===== src/rtl/sipo_rx_pkg.sv =====
// Shared types and constants for the serial frame receiver.
package sipo_rx_pkg;

    localparam int DATA_W_DEF     = 8;
    localparam int PARITY_EN_DEF  = 1;
    localparam int PARITY_ODD_DEF = 0;

    typedef enum logic [1:0] {
        IDLE   = 2'd0,
        DATA   = 2'd1,
        PARITY = 2'd2,
        STOP   = 2'd3
    } rx_state_e;

    // Bit-counter width; never narrower than one bit.
    function automatic int cnt_w(input int dataW);
        return (dataW <= 2) ? 1 : $clog2(dataW);
    endfunction

endpackage


===== src/rtl/rx_out_buf.sv =====
// Valid/ready holding register for received words, including the
// load / accept / overrun decision made when a good stop bit arrives.
module rx_out_buf
    import sipo_rx_pkg::*;
#(
    parameter int DATA_W = DATA_W_DEF
) (
    input  logic              clk,
    input  logic              rst_n,
    input  logic              i_load,
    input  logic [DATA_W-1:0] i_data,
    input  logic              i_perr,
    input  logic              i_ready,
    output logic [DATA_W-1:0] o_dout,
    output logic              o_valid,
    output logic              o_perr,
    output logic              o_overrun
);

    logic [DATA_W-1:0] r_dout;
    logic              r_valid;
    logic              r_perr;
    logic              r_overrun;
    logic              w_free;

    // The buffer can take a new word if empty or being drained this edge.
    assign w_free = !r_valid || i_ready;

    // Load a new word, retire an accepted one, or flag a dropped frame.
    always_ff @(posedge clk or negedge rst_n) begin
        if (!rst_n) begin
            r_dout    <= '0;
            r_valid   <= 1'b0;
            r_perr    <= 1'b0;
            r_overrun <= 1'b0;
        end else begin
            r_overrun <= i_load && !w_free;
            if (i_load && w_free) begin
                r_dout  <= i_data;
                r_perr  <= i_perr;
                r_valid <= 1'b1;
            end else if (r_valid && i_ready) begin
                r_valid <= 1'b0;
            end
        end
    end

    assign o_dout    = r_dout;
    assign o_valid   = r_valid;
    assign o_perr    = r_perr;
    assign o_overrun = r_overrun;

endmodule


===== src/rtl/sipo_frame_rx.sv =====
// Serial-to-parallel frame receiver: start bit, LSB-first data, optional
// parity, stop bit. Bits advance only on bit_en strobes.
module sipo_frame_rx
    import sipo_rx_pkg::*;
#(
    parameter int DATA_W     = DATA_W_DEF,
    parameter int PARITY_EN  = PARITY_EN_DEF,
    parameter int PARITY_ODD = PARITY_ODD_DEF
) (
    input  logic              clk,
    input  logic              rst_n,
    input  logic              i_bit_en,
    input  logic              i_din,
    output logic [DATA_W-1:0] o_dout,
    output logic              o_dout_valid,
    input  logic              i_dout_ready,
    output logic              o_parity_err,
    output logic              o_frame_err,
    output logic              o_overrun,
    output logic              o_busy
);

    localparam int              CNT_W    = cnt_w(DATA_W);
    localparam logic [CNT_W-1:0] LAST_BIT = CNT_W'(DATA_W - 1);

    rx_state_e         r_state;
    rx_state_e         w_state_nxt;
    logic [CNT_W-1:0]  r_cnt;
    logic [CNT_W-1:0]  w_cnt_nxt;
    logic [DATA_W-1:0] r_shift;
    logic [DATA_W-1:0] w_shift_nxt;
    logic              r_xor;
    logic              w_xor_nxt;
    logic              r_perr;
    logic              w_perr_nxt;
    logic              r_frame_err;
    logic              w_stop_good;
    logic              w_stop_bad;

    // Frame state, bit counter, shift register and parity tracking.
    always_ff @(posedge clk or negedge rst_n) begin
        if (!rst_n) begin
            r_state     <= IDLE;
            r_cnt       <= '0;
            r_shift     <= '0;
            r_xor       <= 1'b0;
            r_perr      <= 1'b0;
            r_frame_err <= 1'b0;
        end else begin
            r_state     <= w_state_nxt;
            r_cnt       <= w_cnt_nxt;
            r_shift     <= w_shift_nxt;
            r_xor       <= w_xor_nxt;
            r_perr      <= w_perr_nxt;
            r_frame_err <= w_stop_bad;
        end
    end

    // Next-state logic; everything holds unless a bit strobe arrives.
    always_comb begin
        w_state_nxt = r_state;
        w_cnt_nxt   = r_cnt;
        w_shift_nxt = r_shift;
        w_xor_nxt   = r_xor;
        w_perr_nxt  = r_perr;
        w_stop_good = 1'b0;
        w_stop_bad  = 1'b0;
        if (i_bit_en) begin
            case (r_state)
                IDLE: begin
                    if (!i_din) begin
                        w_state_nxt = DATA;
                        w_cnt_nxt   = '0;
                        w_shift_nxt = '0;
                        w_xor_nxt   = 1'b0;
                        w_perr_nxt  = 1'b0;
                    end
                end
                DATA: begin
                    w_shift_nxt[r_cnt] = i_din;
                    w_xor_nxt          = r_xor ^ i_din;
                    if (r_cnt == LAST_BIT) begin
                        w_cnt_nxt   = '0;
                        w_state_nxt = (PARITY_EN != 0) ? PARITY : STOP;
                    end else begin
                        w_cnt_nxt = r_cnt + 1'b1;
                    end
                end
                PARITY: begin
                    w_perr_nxt  = r_xor ^ i_din ^ 1'(PARITY_ODD);
                    w_state_nxt = STOP;
                end
                STOP: begin
                    w_state_nxt = IDLE;
                    w_stop_good = i_din;
                    w_stop_bad  = !i_din;
                end
                default: w_state_nxt = IDLE;
            endcase
        end
    end

    rx_out_buf #(
        .DATA_W (DATA_W)
    ) u_out_buf (
        .clk       (clk),
        .rst_n     (rst_n),
        .i_load    (w_stop_good),
        .i_data    (r_shift),
        .i_perr    (r_perr),
        .i_ready   (i_dout_ready),
        .o_dout    (o_dout),
        .o_valid   (o_dout_valid),
        .o_perr    (o_parity_err),
        .o_overrun (o_overrun)
    );

    assign o_frame_err = r_frame_err;
    assign o_busy      = (r_state != IDLE);

endmodule


===== config.mk =====
export PLATFORM = sky130hd
export DESIGN_NAME = sipo_frame_rx
export DESIGN_NICKNAME = d
export VERILOG_FILES = /design/src/rtl/sipo_rx_pkg.sv /design/src/rtl/rx_out_buf.sv /design/src/rtl/sipo_frame_rx.sv
export SDC_FILE = /design/constraint.sdc
export NUM_CORES = 1
export LEC_CHECK = 0
export BUFFER_PORTS_ARGS = -buffer_cell sky130_fd_sc_hd__buf_4
export CAP_MARGIN = 20
export CORE_MARGIN = 8
export CORE_UTILIZATION = 45
export CTS_CLUSTER_DIAMETER = 60
export DETAILED_ROUTE_END_ITERATION = 12
export SLEW_MARGIN = 25
export SYNTH_ARGS = -nofsm -noshare
export SYNTH_HDL_FRONTEND = slang
export SYNTH_SLANG_ARGS = --single-unit

===== constraint.sdc =====
create_clock -name clk -period 1.94 [get_ports clk]
set_input_delay 0.291 -clock clk [delete_from_list [all_inputs] [get_ports clk]]
set_output_delay 0.291 -clock clk [all_outputs]
set_load 0.01 [all_outputs]

==> summary.txt <==
cell count after synthesis = 117
Initial DRT Pass Iterations = 4
GPL Wtd Cong = 0.733
endpoints failing hold = 0
Worst VDD drop = 563 uV
total power = 2.26 mW
power per cell area = 1400 mW/mm^2
class of the most critical setup path = flop to flop
Slew Viols, Final = 0
EDFF count, synth = 0
initial core utilization = 47.3%
CTS Root Cell = clkbuf_4
HPWL after DPL = 1900 um
clk sinks = 27
postcts setup bufs = 0
vias per cell = 5.31
Slew @ Worst Pin = 500 ps
TritonCTS buffer count = 3
Synthesized Nets = 129
Leak Pwr = 0.867 nW
share of the synthesized area in the top cell type = 46.4%
Hold Path Stages = 2
# nets final = 146
die width = 72.9 um
IO Pins = 18
diodes inserted = 0
Mapped Area = 0.00146 mm^2
initial antenna violation count = 0
fin util = 52.6%
worst reg2reg startpoint = r_state[1]$_DFFE_PN0P_
Max-Cap Viols = 0
total track usage = 10.8%
Core Rows = 20
Clock transition at path regs = 140 ps
startpoint types = flop
DRC errors left = 0
Mean Syn Cell Area = 12.4 um^2
DIE AREA = 0.00531 mm^2
Req. time, crit path = 2170 ps
largest net degree at the start of global routing = 28
status = complete, no violations
sequential cell area = 676 um^2
CP endpoint = r_shift[7]$_DFFE_PN0P_
Vias = 940
post-detailed-route count of antenna-violating nets = 0
CTS tree = done
Die Height = 72.9 um
warnings from Yosys = 0
post-DR wirelength/cell = 15.2 um
Main synth FF type = dfrtp_1
Initial DRC Count = 45
crit path time final = 1790 ps
Core ar. = 0.00308 mm^2
final worst-path cycle share = 92.4%
fraction of registers with async set/reset = 100%
WP data arrival = 2030 ps
r2r setup slk = 150 ps
share of layout cells above drive strength 1 = 30.1%
setup violators final = 0
Seq/Total Area, Yosys = 46.4%
#FFs+latches synth = 27
area grow syn2layout = 11.3%
first-pass GRT wire length = 4530 um
H-Tree Depth = 1
worst r2r dst = r_shift[7]$_DFFE_PN0P_
Synth area leaders = dfrtp_1 (46%), mux2_4 (9.3%), ha_1 (6.0%)
Setup TNS = 0 ps
Register-to-Register Path Depth = 4
Worst-Skew Late Latency = 330 ps
Max-slew headroom = 66.6%
Fin Hold WS = 184 ps
grt total ovfl = 0
Fillers = 291
worst setup path start = r_state[1]$_DFFE_PN0P_
RSZ-0062 raised after global routing = false
multi-input combinational cell area = 696 um^2
Layout Skew = 5.29 ps
Max FO, Critical Path = 13
commonest non-fill, non-tap cell in the layout = dfrtp_1
PortBufs = 17
class of the worst hold path = input pin to flop
CTS Buffer Depth = 2
vias in the first global route = 944
CP endpoint kind = flop
most frequent cells in the layout = dfrtp_1 (27), buf_4 (19), nand2_1 (10)
post-synth top area cell = dfrtp_1
Cell variety after synth = 32
total wire length = 2690 um
fmax = 0.558 GHz
-- registers in the layout, indices dropped and copies added, names as in the netlist --
name,cells
u_out_buf.o_overrun,1
r_shift,8
r_state,2
o_frame_err,1
r_cnt,3
r_perr,1
r_xor,1
u_out_buf.o_perr,1
u_out_buf.o_dout,8
u_out_buf.o_valid,1
-- per-stage QoR --
| step | setup slack (ps) | area (um^2) | cells |
|---|---|---|---|
| 2_1_floorplan | 520 | 1460 | 117 |
| 3_3_place_gp | 222 | 1580 | 172 |
| 3_5_place_dp | 134 | 1580 | 172 |
| 4_1_cts | 114 | 1620 | 177 |
| 5_1_grt | 20.7 | 1620 | 177 |
| 6_report | 147 | 1620 | 177 |
-- cell usage after synthesis, types with 2 or more instances --
master    count
nand3b_1      3
a211o_1       3
buf_6         3
nor2_1        6
buf_2         4
nand2_1      10
nor3b_2       3
inv_1         3
nand2b_1      3
a22o_1        3
ha_1          7
and3_1        2
dfrtp_1      27
a21oi_1       3
mux2_4        9
mux2i_1       6
a21o_1        6
nand3_1       2
-- power by group --
group          internal [mW]  switching, mW  leakage (nW)
Combinational          0.552          0.496         0.499
Clock                 0.0791          0.171        0.0139
Sequential             0.784          0.179         0.353
Total                   1.41          0.846         0.867
-- cell families after synthesis --
logic type	after synthesis	share of synthesized area, %
compound gates	19	10.5
fa+ha+maj	7	6.01
buf+inv	11	5.84
flops	27	46.4
mux	16	14.2
simple gates	37	17.1
-- final cells by class --
class,instances,area share [%]
sequential,27,41.7
timing repair buffer,20,9.42
clock inverter,1,0.463
multi-input combinational,79,42.9
tap,44,3.40
clock buffer,3,1.39
inverter,3,0.695
-- per-layer routing --
| layer | routed length [um] | part of all wire (%) | vias up | global-route usage [%] |
|---|---|---|---|---|
| met4 | 25 | 0.93 | 0 | 3.33 |
| met5 | 0 | 0 | - | 0 |
| met3 | 98 | 3.6 | 5 | 3.57 |
| li1 | - | - | 452 | - |
| met2 | 1250 | 46 | 17 | 16.3 |
| met1 | 1310 | 49 | 466 | 14.2 |
-- worst min-delay path by stage --
stage / startpoint / endpoint / slack, ps
final: i_din / o_frame_err$_DFF_PN0_ / 180
after global routing: i_din / o_frame_err$_DFF_PN0_ / 170
after CTS: i_din / o_frame_err$_DFF_PN0_ / 170
after detailed placement: rst_n / u_out_buf.o_overrun$_DFF_PN0_ / 220
after global placement: rst_n / u_out_buf.o_overrun$_DFF_PN0_ / 220
after floorplan: rst_n / o_frame_err$_DFF_PN0_ / -5
-- critical path, stage by stage (launching register included) --
cell and delay (ps):
dfrtp_1 440, inv_1 110, ha_1 470, o211ai_2 310, a211o_1 360
-- timing repair --
action	4_1_cts	5_1_grt
hold buffers	1	0
endpoints found under the hold margin	27	0
resized for setup	0	0
No activity file was read; power rests on OpenSTA's default activity.
